File: src/rtl/daq_pkt_pkg.sv
// Shared constants, FSM encoding and INFO-word packing for the DAQ packetizer.
package daq_pkt_pkg;

  localparam logic [15:0] MAGIC_WORD = 16'hA55A;
  localparam logic [15:0] DROP_MAX   = 16'hFFFF;

  // INFO word layout: [15:13] oversampling code, [12:8] NCH-1, [7:0] FRAMES-1
  localparam int INFO_OS_LSB  = 13;
  localparam int INFO_NCH_LSB = 8;
  localparam int INFO_FR_LSB  = 0;

  typedef enum logic [2:0] {
    ST_IDLE = 3'd0,
    ST_HDR  = 3'd1,
    ST_SEQ  = 3'd2,
    ST_INFO = 3'd3,
    ST_DATA = 3'd4,
    ST_CSUM = 3'd5
  } state_t;

  function automatic logic [15:0] make_info(input logic [2:0] os,
                                            input logic [4:0] nch_m1,
                                            input logic [7:0] fr_m1);
    return (16'(os) << INFO_OS_LSB) | (16'(nch_m1) << INFO_NCH_LSB) |
           (16'(fr_m1) << INFO_FR_LSB);
  endfunction

endpackage

File: src/rtl/daq_frame_buf2.sv
// Two-entry frame FIFO. Exposes both the head and the entry behind it so the
// packetizer can look one frame ahead and stream across frames without a bubble.
module daq_frame_buf2 #(
  parameter int W = 128
) (
  input  logic         clk_i,
  input  logic         reset_n_i,
  input  logic         push_i,
  input  logic         pop_i,
  input  logic [W-1:0] push_data_i,
  output logic [W-1:0] head_o,
  output logic [W-1:0] second_o,
  output logic         full_o,
  output logic         empty_o
);

  logic [W-1:0] mem [2];
  logic         rd_ptr;
  logic         wr_ptr;
  logic [1:0]   count;

  // Storage, pointers and occupancy; a push into a full buffer is only issued
  // together with a pop, in which case it lands in the slot being released.
  always_ff @(posedge clk_i or negedge reset_n_i) begin
    if (!reset_n_i) begin
      for (int i = 0; i < 2; i++) mem[i] <= '0;
      rd_ptr <= 1'b0;
      wr_ptr <= 1'b0;
      count  <= 2'd0;
    end else begin
      if (push_i) begin
        mem[wr_ptr] <= push_data_i;
        wr_ptr      <= ~wr_ptr;
      end
      if (pop_i) rd_ptr <= ~rd_ptr;
      case ({push_i, pop_i})
        2'b10:   count <= count + 2'd1;
        2'b01:   count <= count - 2'd1;
        default: count <= count;
      endcase
    end
  end

  assign head_o   = mem[rd_ptr];
  assign second_o = mem[~rd_ptr];
  assign full_o   = (count == 2'd2);
  assign empty_o  = (count == 2'd0);

endmodule

File: src/rtl/daq_packetizer_mc.sv
// Multi-channel DAQ packetizer: buffers simultaneous-sample frames and emits
// MAGIC / SEQ / INFO / samples / CSUM packets on a registered valid/ready stream.
module daq_packetizer_mc import daq_pkt_pkg::*; #(
  parameter int          NCH    = 8,
  parameter int          DATA_W = 16,
  parameter int          FRAMES = 4,
  parameter logic [15:0] MAGIC  = MAGIC_WORD
) (
  input  logic                  clk_i,
  input  logic                  reset_n_i,
  input  logic                  enable_i,
  input  logic [2:0]            os_sel_i,
  input  logic                  frame_valid_i,
  input  logic [NCH*DATA_W-1:0] frame_data_i,
  output logic [DATA_W-1:0]     out_data_o,
  output logic                  out_valid_o,
  input  logic                  out_ready_i,
  output logic                  out_last_o,
  output logic                  busy_o,
  output logic                  overrun_o,
  output logic [15:0]           drop_cnt_o
);

  localparam int FW   = NCH * DATA_W;
  localparam int CH_W = (NCH > 1) ? $clog2(NCH) : 1;
  localparam int FR_W = (FRAMES > 1) ? $clog2(FRAMES) : 1;

  state_t            state_reg, state_next;
  logic [CH_W-1:0]   ch_reg, ch_next;
  logic [FR_W-1:0]   fr_reg, fr_next;
  logic [15:0]       seq_reg;
  logic [2:0]        os_reg;
  logic [DATA_W-1:0] acc_reg, acc_next;
  logic [DATA_W-1:0] out_data_reg, out_data_next;
  logic              out_valid_reg, out_valid_next;
  logic              out_last_reg, out_last_next;
  logic              overrun_reg;
  logic [15:0]       drop_reg;

  logic [FW-1:0]     buf_head, buf_second, look_data;
  logic              buf_full, buf_empty, look_avail;
  logic              xfer, last_ch, last_fr, pop, push, drop;
  logic [DATA_W-1:0] look_samples [NCH];

  assign xfer    = out_valid_reg & out_ready_i;
  assign last_ch = (ch_reg == CH_W'(NCH - 1));
  assign last_fr = (fr_reg == FR_W'(FRAMES - 1));
  // A frame slot is released as soon as its last channel is handed to the sink.
  assign pop     = xfer & (state_reg == ST_DATA) & last_ch;
  assign push    = frame_valid_i & enable_i & (~buf_full | pop);
  assign drop    = frame_valid_i & enable_i & buf_full & ~pop;

  daq_frame_buf2 #(.W(FW)) u_buf (
    .clk_i       (clk_i),
    .reset_n_i   (reset_n_i),
    .push_i      (push),
    .pop_i       (pop),
    .push_data_i (frame_data_i),
    .head_o      (buf_head),
    .second_o    (buf_second),
    .full_o      (buf_full),
    .empty_o     (buf_empty)
  );

  // Frame that will sit at the buffer head after this edge's push/pop.
  always_comb begin
    look_data  = frame_data_i;
    look_avail = push;
    if (pop) begin
      if (buf_full) begin
        look_data  = buf_second;
        look_avail = 1'b1;
      end
    end else if (!buf_empty) begin
      look_data  = buf_head;
      look_avail = 1'b1;
    end
  end

  for (genvar gi = 0; gi < NCH; gi++) begin : g_unpack
    assign look_samples[gi] = look_data[gi*DATA_W +: DATA_W];
  end

  // State, counters, sequence, checksum and drop accounting registers.
  always_ff @(posedge clk_i or negedge reset_n_i) begin
    if (!reset_n_i) begin
      state_reg   <= ST_IDLE;
      ch_reg      <= '0;
      fr_reg      <= '0;
      seq_reg     <= 16'd0;
      os_reg      <= 3'd0;
      acc_reg     <= '0;
      overrun_reg <= 1'b0;
      drop_reg    <= 16'd0;
    end else begin
      state_reg   <= state_next;
      ch_reg      <= ch_next;
      fr_reg      <= fr_next;
      acc_reg     <= acc_next;
      overrun_reg <= drop;
      if (state_reg == ST_IDLE && state_next == ST_HDR) os_reg <= os_sel_i;
      if (state_reg == ST_CSUM && xfer) seq_reg <= seq_reg + 16'd1;
      if (drop && drop_reg != DROP_MAX) drop_reg <= drop_reg + 16'd1;
    end
  end

  // Next state and channel/frame walk; every step waits for a transfer.
  always_comb begin
    state_next = state_reg;
    ch_next    = ch_reg;
    fr_next    = fr_reg;
    case (state_reg)
      ST_IDLE: if (enable_i && !buf_empty) state_next = ST_HDR;
      ST_HDR:  if (xfer) state_next = ST_SEQ;
      ST_SEQ:  if (xfer) state_next = ST_INFO;
      ST_INFO: begin
        if (xfer) begin
          state_next = ST_DATA;
          ch_next    = '0;
          fr_next    = '0;
        end
      end
      ST_DATA: begin
        if (xfer) begin
          if (last_ch) begin
            ch_next = '0;
            if (last_fr) begin
              fr_next    = '0;
              state_next = ST_CSUM;
            end else begin
              fr_next = fr_reg + FR_W'(1);
            end
          end else begin
            ch_next = ch_reg + CH_W'(1);
          end
        end
      end
      ST_CSUM: if (xfer) state_next = ST_IDLE;
      default: state_next = ST_IDLE;
    endcase
  end

  // Running sum of every word sent so far in the packet, cleared while idle.
  always_comb begin
    acc_next = acc_reg;
    if (state_reg == ST_IDLE) acc_next = '0;
    else if (xfer && state_reg != ST_CSUM) acc_next = acc_reg + out_data_reg;
  end

  // Word to present after the edge; unchanged inputs reproduce the held word.
  always_comb begin
    out_valid_next = 1'b0;
    out_data_next  = '0;
    out_last_next  = 1'b0;
    case (state_next)
      ST_HDR: begin
        out_valid_next = 1'b1;
        out_data_next  = DATA_W'(MAGIC);
      end
      ST_SEQ: begin
        out_valid_next = 1'b1;
        out_data_next  = DATA_W'(seq_reg);
      end
      ST_INFO: begin
        out_valid_next = 1'b1;
        out_data_next  = DATA_W'(make_info(os_reg, 5'(NCH - 1), 8'(FRAMES - 1)));
      end
      ST_DATA: begin
        out_valid_next = look_avail;
        out_data_next  = look_avail ? look_samples[ch_next] : '0;
      end
      ST_CSUM: begin
        out_valid_next = 1'b1;
        out_data_next  = acc_next;
        out_last_next  = 1'b1;
      end
      default: ;
    endcase
  end

  // Registered stream outputs.
  always_ff @(posedge clk_i or negedge reset_n_i) begin
    if (!reset_n_i) begin
      out_valid_reg <= 1'b0;
      out_data_reg  <= '0;
      out_last_reg  <= 1'b0;
    end else begin
      out_valid_reg <= out_valid_next;
      out_data_reg  <= out_data_next;
      out_last_reg  <= out_last_next;
    end
  end

  assign out_data_o  = out_data_reg;
  assign out_valid_o = out_valid_reg;
  assign out_last_o  = out_last_reg;
  assign busy_o      = (state_reg != ST_IDLE);
  assign overrun_o   = overrun_reg;
  assign drop_cnt_o  = drop_reg;

endmodule

File: config.mk
export PLATFORM = sky130hd
export DESIGN_NAME = daq_packetizer_mc
export DESIGN_NICKNAME = d
export VERILOG_FILES = /design/src/rtl/daq_pkt_pkg.sv /design/src/rtl/daq_frame_buf2.sv /design/src/rtl/daq_packetizer_mc.sv
export SDC_FILE = /design/constraint.sdc
export NUM_CORES = 1
export LEC_CHECK = 0
export CAP_MARGIN = 30
export CORE_MARGIN = 3
export CORE_UTILIZATION = 59
export DETAILED_ROUTE_END_ITERATION = 7
export PLACE_DENSITY = 0.81
export SYNTH_ARGS = -nofsm -noshare
export SYNTH_HDL_FRONTEND = slang
export SYNTH_HIERARCHICAL = 1
export SYNTH_SLANG_ARGS = --single-unit
File: constraint.sdc
create_clock -name clk_i -period 3.38 [get_ports clk_i]
set_clock_uncertainty 0.05 [all_clocks]
set_input_delay 0.676 -clock clk_i [delete_from_list [all_inputs] [get_ports clk_i]]
set_output_delay 0.676 -clock clk_i [all_outputs]
set_load 0.01 [all_outputs]
==> flow_summary.json <==
{
  "crit_chain": "nor3b_2 -> buf_4 -> a21oi_4 -> buf_12 -> buf_12 -> a22o_1 -> a211oi_1 -> a311oi_1 -> o21ai_0 -> buf_4 -> nand4b_1",
  "fin_tns_setup_ns": 0,
  "pin_count": 172,
  "placementRows": 67,
  "placed_cells": 2319,
  "synth-edff-count": 0,
  "worst_pin_slew_ns": 0.918,
  "numCtsBuffers": 39,
  "yosys_warnings": 6,
  "vias_per_cell": 6.57,
  "wl_um": 58400,
  "pre_cts_ws_ns": -0.278,
  "clk_pin_slew_ns": 0.06,
  "io_buffers": 171,
  "insertion_delay_ns": 0.54,
  "cp.arrival_ns": 3.56,
  "track_usage_pct": 30.3,
  "largest_reg_flops": 256,
  "powerDensity_nw_per_um2": 902,
  "placed_cell_area_um2": 23300,
  "cts_tree": "yes",
  "synthDistinctLibCells": 80,
  "initial_core_util_pct": 60.8,
  "drive_above_1_share_pct": 36.5,
  "critPathLaunchType": "flip-flop",
  "grt_pass1_vias": 16300,
  "nets": 2071,
  "ant_nets": 0,
  "ys_ff_latch": 338,
  "hp-class": "input port to async pin",
  "grt_pass1_wl_um": 92300,
  "ys.flop_type": "dfrtp_1",
  "globalplace.congestion": 0.917,
  "grt_setup_unrepaired": "no",
  "syn-num-nets": 1878,
  "post_cts_buffers": 0,
  "power.leakage_nw": 10.1,
  "area_delta_synth_final_pct": 18.9,
  "gr-total-overflow": 0,
  "route.detailed.drc": 0,
  "dieHeight_um": 193,
  "root_buffer": "clkbuf_16",
  "max_stage_delay_ns": 0.58,
  "synth.cell_area_um2": 20700,
  "async_flop_share_pct": 100,
  "fin_total_pwr_mw": 22.2,
  "crit_path_end_kind": "flip-flop",
  "drt_iter0_markers": 1246,
  "setup_viol": 0,
  "dr.pass1.iters": 5,
  "hold_slack_ns": 0.0630,
  "via_count": 15700,
  "antenna_cells": 0,
  "crit_family": "compound AO/OA/AOI/OAI gates",
  "dp_hpwl_um": 40200,
  "period_needed_ns": 3.22,
  "critical_path.slowest_cell": "dfrtp_1",
  "postSynthCellCount": 1719,
  "antenna_found_initial": 0,
  "path_class": "flip-flop to flip-flop",
  "max_cap_viol_count": 0,
  "coreArea_um2": 34000,
  "path_max_fanout": 22,
  "grt_max_degree": 76,
  "final_area_um2": 24600,
  "syn_avg_cell_area_um2": 12.0,
  "regMostFlops": "u_buf/mem",
  "htree_num_levels": 2,
  "fp.dieW_um": 193,
  "outcome": "finished, final reports clean",
  "relSlewSlack_pct": 38.6,
  "clock_sinks": 338,
  "critical_path_required_ns": 3.72,
  "clockBufferDepth": 3,
  "max_freq_ghz": 0.310,
  "fin_util_pct": 72.3,
  "worst_ir_drop_vdd_uv": 536,
  "period_share_pct": 95.3,
  "hold_viol": 0,
  "wire_per_inst_um": 24.5,
  "crit_buf_inv": 4,
  "finalMaxSlewViolations": 0,
  "die-area_um2": 37400,
  "setup_ws_ns": 0.158,
  "ys_seq_area_share_pct": 40.9,
  "layout.cells.non_filler": 2388
}
[kinds of logic after synthesis]
kind of cell,synth area share [%]
multiplexers,31.1
AO/OA/AOI/OAI,13.2
flip-flops,40.9
AND/OR/NAND/NOR,5.99
buffers and inverters,5.35
XOR/XNOR,2.03
adder cells (fa/ha/maj),1.43
[layout by cell type (no fill, tap or decap), drive strengths merged, types with 10 or more instances in the layout]
master	netlist	layout
mux2	517	517
dfrtp	338	338
clkdlybuf4s50	0	170
buf	110	120
nand2	100	100
clkbuf	28	62
a221oi	46	46
a21oi	46	46
a211oi	41	41
a311oi	38	38
a22oi	37	37
nor2	37	37
xnor2	36	36
nand3	33	33
a22o	33	33
o21ai	31	31
mux2i	24	24
ha	22	22
o221ai	20	20
nand4	16	16
inv	16	16
nor3	15	15
xor2	12	12
nor3b	12	12
o22ai	11	11
o211ai	10	10
[report_power, final]
group / switching (mW) / internal [mW] / leakage [nW]
Clock: 1.69 / 2.57 / 0.632
Combinational: 4.70 / 5.79 / 5.38
Sequential: 1.54 / 5.90 / 4.13
[layout make-up]
| class | count | area [um^2] |
|---|---|---|
| inverters | 16 | 65.1 |
| multi-input cells | 1227 | 11200 |
| repair buffers | 290 | 3060 |
| well taps | 448 | 561 |
| clock buffers | 62 | 1190 |
| flip-flops and latches | 338 | 8460 |
| fillers | 2320 | 9430 |
| clock inverters | 7 | 85.1 |
[synthesized netlist by cell type (all sizes together) (12+ instances only)]
master	count	area, um^2
mux2	517	6200
dfrtp	338	8460
buf	110	937
nand2	100	378
a21oi	46	230
a221oi	46	403
a211oi	41	313
a311oi	38	339
a22oi	37	278
nor2	37	141
xnor2	36	315
a22o	33	289
nand3	33	165
o21ai	31	155
clkbuf	28	105
mux2i	24	240
ha	22	275
o221ai	20	181
inv	16	65.1
nand4	16	100
nor3	15	80.1
nor3b	12	95.1
xor2	12	105
[worst register-to-register path: cells and delay by family, from the launching register on]
kind | cells | cell delay, ns
compound gates | 5 | 1.11
buf+inv | 4 | 0.81
flops | 1 | 0.58
simple gates | 2 | 0.55
[path summary, 6_finish.rpt]
check | cells past startpoint | slack (ns) | end | start
min | 1 | 0.06 | u_buf/mem[4] | reset_n_i
max in group asynchronous | 2 | 2.31 | u_buf/mem[99] | reset_n_i
max | 11 | 0.16 | out_data_o[12] | state_reg[0]
max reg2reg | 11 | 0.16 | out_data_o[12] | state_reg[0]
min reg2reg | 2 | 0.44 | fr_reg[1] | fr_reg[1]
min in group clk_i | 2 | 0.44 | fr_reg[1] | fr_reg[1]
[timing repair]
action                                  CTS  global route
resized for setup                         0             2
hold buffers                              0             0
endpoints found under the setup margin    0             1
[metal layers]
layer | up-vias | track usage, % | routed length, um
li1 | 6935 | - | -
met3 | 159 | 4.99 | 3630
met4 | 0 | 14.6 | 2960
met1 | 7963 | 40.4 | 24200
met2 | 630 | 48.7 | 27600
met5 | - | 0 | 0
Note: power is estimated with default switching activity, not from simulation.
==> edit 1: new RTL, same settings <==
Re-encode `state_t` (6 states) as one-hot, 6 bits wide.
--- a/src/rtl/daq_pkt_pkg.sv
+++ b/src/rtl/daq_pkt_pkg.sv
@@ -11,9 +11,9 @@
 
-  typedef enum logic [2:0] {
-    ST_IDLE = 3'd0,
-    ST_HDR  = 3'd1,
-    ST_SEQ  = 3'd2,
-    ST_INFO = 3'd3,
-    ST_DATA = 3'd4,
-    ST_CSUM = 3'd5
+  typedef enum logic [5:0] {
+    ST_IDLE = 6'b000001,
+    ST_HDR  = 6'b000010,
+    ST_SEQ  = 6'b000100,
+    ST_INFO = 6'b001000,
+    ST_DATA = 6'b010000,
+    ST_CSUM = 6'b100000
   } state_t;
Formal check against the unedited RTL: same outputs for any inputs over 4 cycles, from zero or initial values and one cycle with reset_n_i low; so few cycles prove little.
==> edit 1 against the original RTL <==
- worst setup slack improved by 39 ps
- cell count fell by 0.13%
- cell area fell by 0.40%
- count of clock-buffer cells in the layout fell by 5
- sequential cell count rose by 3
- global-route usage rose by 1.0 points
- die area barely moved
- power fell by 12%
- wire length rose by 3.3%
- hold slack improved by 18 ps
- sequential power fell by 3.6%
- critical endpoint is now out_data_o[11]
- synthesized area barely moved
==> edit 1: results (changes against the original RTL) <==
.. list-table::
   :header-rows: 1

   * - Metric
     - Value
   * - Pin count of the biggest net entering global routing
     - 82 (was 76)
   * - Path depth of the worst reg2reg path
     - 10 (was 11)
   * - Ranking of synthesized cells by instance count
     - sky130_fd_sc_hd__mux2_2 (407), sky130_fd_sc_hd__dfrtp_1 (340), sky130_fd_sc_hd__nand2_1 (107) (was sky130_fd_sc_hd__mux2_2 (406), sky130_fd_sc_hd__dfrtp_1 (338), sky130_fd_sc_hd__mux2_4 (100))
   * - Worst reg2reg startpoint
     - state_reg[1] (was state_reg[0])
   * - Drt initial violations
     - 1478 (was 1246)
   * - Per-cell via count in the routed design
     - 6.68 (was 6.57)
   * - Share of post-route cells with drive strength above 1
     - 37.4% (was 36.5%)
   * - Top cells by area, synth
     - sky130_fd_sc_hd__dfrtp_1 (41%), sky130_fd_sc_hd__mux2_2 (22%), sky130_fd_sc_hd__mux2_4 (7.3%) (unchanged)
   * - Critical path destination
     - out_data_o[11] (was out_data_o[12])
   * - RePlAce Congestion
     - 0.981 (was 0.917)
   * - Placed Cells incl. Taps
     - 2318 (was 2319)
   * - Minimum setup slack among reg-to-reg paths
     - 200 ps (was 160 ps)
   * - Highest ir drop seen on vdd
     - 583 µV (was 536 µV)
   * - Number of instances in the synthesized netlist
     - 1708 (was 1719)
   * - Post-DP HPWL
     - 42900 µm (was 40200 µm)
   * - Overall fraction of global-route tracks in use
     - 31.3% (was 30.3%)
   * - Post-layout net count
     - 2070 (was 2071)
   * - Filler-free cell count of the finished design
     - 2385 (was 2388)
   * - Peak fanout along the critical path
     - 16 (was 22)
   * - Outcome
     - finished clean (unchanged)
   * - Post-synth cell types
     - 87 (was 80)
   * - Number of detailed-route iterations in the first pass
     - 8 (was 5)
   * - Sequential cell area fraction in the yosys report
     - 41.2% (was 40.9%)
   * - Critical path data arrival time
     - 3520 ps (was 3560 ps)
   * - Number of CTS-inserted buffers
     - 38 (was 39)
-- edit 1: cell types whose count changed in the layout (fill, tap and decap cells not counted), sizes merged, moves of 12 or more --
cell    before  now
nor2        37   52
a22oi       37   65
a31oi        4   18
a311oi      38   22
a221oi      46    6
mux2i       24    2
nand3       33   50
o221ai      20    4
a22o        33   45
-- edit 1: worst max-delay path, cell delays in order (launching register included) --
cell and delay, ps:
sky130_fd_sc_hd__dfrtp_1 460, sky130_fd_sc_hd__or4_4 610, sky130_fd_sc_hd__nor2_4 160, sky130_fd_sc_hd__o21ai_4 90, sky130_fd_sc_hd__a22oi_4 280, sky130_fd_sc_hd__inv_2 180, sky130_fd_sc_hd__buf_12 190, sky130_fd_sc_hd__a221oi_1 230
sky130_fd_sc_hd__a21oi_1 130, sky130_fd_sc_hd__o21ai_0 500, sky130_fd_sc_hd__nand3_1 160
-- edit 1: layout make-up --
cell class              instances  area [µm²]
clock buffers                  57        1170
multi-input cells            1228       11100
inverters                      15        58.8
clock inverters                 9         145
repair buffers                287        2900
flip-flops and latches        341        8540
well taps                     448         561
fillers                      2339        9530
-- edit 1: cell families (layout without fill, tap and decap cells) --
logic type	after synthesis	count (layout)	share of synthesized area [%]
buffers and inverters	139	368	5.22
XOR/XNOR	47	47	1.99
adder cells (fa/ha/maj)	23	23	1.43
multiplexers	523	523	30.4
AO/OA/AOI/OAI	362	362	13.3
AND/OR/NAND/NOR	273	273	6.50
flip-flops	341	341	41.2
-- edit 1: worst min-delay path by stage --
stage	slack, ps	start	end
after global routing	140	reset_n_i	seq_reg[3]
after detailed placement	430	fr_reg[0]	fr_reg[0]
after CTS	120	reset_n_i	acc_reg[2]
after global placement	410	seq_reg[15]	seq_reg[15]
final	80	reset_n_i	acc_reg[2]
after floorplan	330	reset_n_i	acc_reg[0]
-- edit 1: stage by stage --
| step | utilization, % | TNS [ps] | worst slack (ps) | cell area [µm²] |
|---|---|---|---|---|
| after floorplan | - | 0 | 555 | 20700 |
| after global placement | 68.1 | -145 | -145 | 23200 |
| after detailed placement | 68.1 | -383 | -193 | 23200 |
| after CTS | 72.0 | 0 | 102 | 24500 |
| after global routing | 72.0 | 0 | 90.6 | 24500 |
| final | 72.0 | 0 | 197 | 24500 |
-- edit 1: where the power goes --
group	switching, µW	internal [µW]	total [µW]	leakage (µW)
Clock	1690	2680	4370	0.000648
Sequential	1360	5810	7170	0.00419
Combinational	3390	4670	8050	0.00540
Total	6440	13200	19600	0.0102
-- edit 1: routing by layer --
layer	vias up	track usage [%]	wire length [µm]
met5	-	0	0
met2	785	48.5	27600
met3	157	7.22	5420
met4	0	10.7	2280
met1	8081	43.8	25000
li1	6898	-	-
==> edit 2: new RTL, config.mk and constraints unchanged <==
Without the edit above. Change the parameter `DATA_W` from 16 to 20.
--- a/src/rtl/daq_packetizer_mc.sv
+++ b/src/rtl/daq_packetizer_mc.sv
@@ -4,3 +4,3 @@
   parameter int          NCH    = 8,
-  parameter int          DATA_W = 16,
+  parameter int          DATA_W = 20,
   parameter int          FRAMES = 4,
Interface: changed (resized frame_data_i and out_data_o); port bits go from 172 to 208. No check against the original RTL was run, so the function may have changed too.
==> edit 2 against the original RTL <==
- wire length up 30%
- worst setup slack worse by 59 ps
- synthesized area grew 19%
- cell area rose by 24%
- fmax decreased by 1.8%
- synthesized cell count up 26%
- die area up 19%
- sequential cell count increased by 72
- critical path depth stayed put
- power rose by 21%
- first-iteration DRC count rose by 61%
- highest routed layer is now met5
==> edit 2: results (changes against the original RTL) <==
.. list-table::
   :header-rows: 1

   * - Metric
     - Value
   * - GRT met1 Usage
     - 45.3% (was 40.4%)
   * - Post-DP HPWL
     - 53400 µm (was 40200 µm)
   * - Quantity of I/O buffers inserted on ports
     - 207 (was 171)
   * - Placed Cells incl. Taps
     - 2953 (was 2319)
   * - Crit path max-delay cell type
     - sky130_fd_sc_hd__nor3_1 (was sky130_fd_sc_hd__dfrtp_1)
   * - RePlAce Congestion
     - 0.979 (was 0.917)
   * - Met3 capacity usage during global routing
     - 7.44% (was 4.99%)
   * - Routed len/inst
     - 24.9 µm (was 24.5 µm)
   * - Top cells by area, synth
     - sky130_fd_sc_hd__dfrtp_1 (42%), sky130_fd_sc_hd__mux2_2 (29%), sky130_fd_sc_hd__nand2_1 (3.3%) (was sky130_fd_sc_hd__dfrtp_1 (41%), sky130_fd_sc_hd__mux2_2 (22%), sky130_fd_sc_hd__mux2_4 (7.3%))
   * - Transition time of the tightest slew-check pin
     - 883 ps (was 918 ps)
   * - Net Sw Frac
     - 36.2% (was 35.8%)
   * - Antenna violations before repair
     - 4 (was 0)
   * - Total leakage power
     - 0.0127 µW (was 0.0101 µW)
   * - Worst hold slack across all endpoints
     - 51.0 ps (was 63.0 ps)
   * - Drt initial violations
     - 2012 (was 1246)
   * - Share of synthesized cell area in full adder, half adder and majority cells
     - 1.37% (was 1.43%)
   * - Maximum cell stage delay along the critical path
     - 690 ps (was 580 ps)
   * - First-pass GRT wire length
     - 118000 µm (was 92300 µm)
   * - Outcome
     - finished clean (unchanged)
   * - Highest metal layer used by the detailed router
     - met5 (was met4)
   * - Dpl cell area
     - 28900 µm² (was 23300 µm²)
   * - Overall fraction of global-route tracks in use
     - 33.8% (was 30.3%)
   * - Clock latency reported for the late side of the worst-skew pair
     - 580 ps (was 540 ps)
   * - Syn_nets
     - 2359 (was 1878)
   * - Cell internal pwr
     - 17100 µW (was 14300 µW)
   * - Highest ir drop seen on vdd
     - 473 µV (was 536 µV)
   * - Detailed-route wire length on metal 1
     - 31000 µm (was 24200 µm)
   * - Ranking of synthesized cells by instance count
     - sky130_fd_sc_hd__mux2_2 (635), sky130_fd_sc_hd__dfrtp_1 (410), sky130_fd_sc_hd__nand2_1 (218) (was sky130_fd_sc_hd__mux2_2 (406), sky130_fd_sc_hd__dfrtp_1 (338), sky130_fd_sc_hd__mux2_4 (100))
   * - Share of cell area taken by muxes after synthesis
     - 33.0% (was 31.1%)
   * - Worst reg2reg startpoint
     - ch_reg[1] (was state_reg[0])
   * - Compound-gate portion of the synthesized area
     - 11.0% (was 13.2%)
   * - Number of instances in the synthesized netlist
     - 2164 (was 1719)
   * - Cell family with most CP delay
     - simple AND/OR/NAND/NOR gates (was compound AO/OA/AOI/OAI gates)
   * - Max FFs per register
     - 320 (was 256)
   * - Sequential cell area fraction in the yosys report
     - 41.5% (was 40.9%)
   * - Number of global-route vias before repair
     - 21100 (was 16300)
   * - Pin count of the biggest net entering global routing
     - 80 (was 76)
   * - Met3 wire length
     - 6490 µm (was 3630 µm)
edit 2: cell types whose count changed after synthesis, moves of 28 or more:
cell	change
sky130_fd_sc_hd__buf_2	+48
sky130_fd_sc_hd__mux2_2	+229
sky130_fd_sc_hd__dfrtp_1	+72
sky130_fd_sc_hd__mux2_4	-100
sky130_fd_sc_hd__mux4_2	+28
sky130_fd_sc_hd__nand2_1	+119
sky130_fd_sc_hd__a221oi_1	-36
edit 2: worst max-delay path by stage:
stage	endpoint	cells past startpoint
2_1_floorplan	out_data_o[19]	10
3_3_place_gp	out_data_o[4]	12
3_5_place_dp	out_data_o[1]	12
4_1_cts	out_data_o[1]	13
5_1_grt	out_data_o[8]	13
6_report	out_data_o[0]	11
edit 2: layout make-up:
cell class / count / area, µm²
clock buffer: 76 / 1450
clock inverter: 9 / 123
fill: 2709 / 10600
inverter: 20 / 81.3
multi-input combinational: 1571 / 13600
sequential: 410 / 10300
tap: 532 / 666
timing repair buffer: 424 / 4280
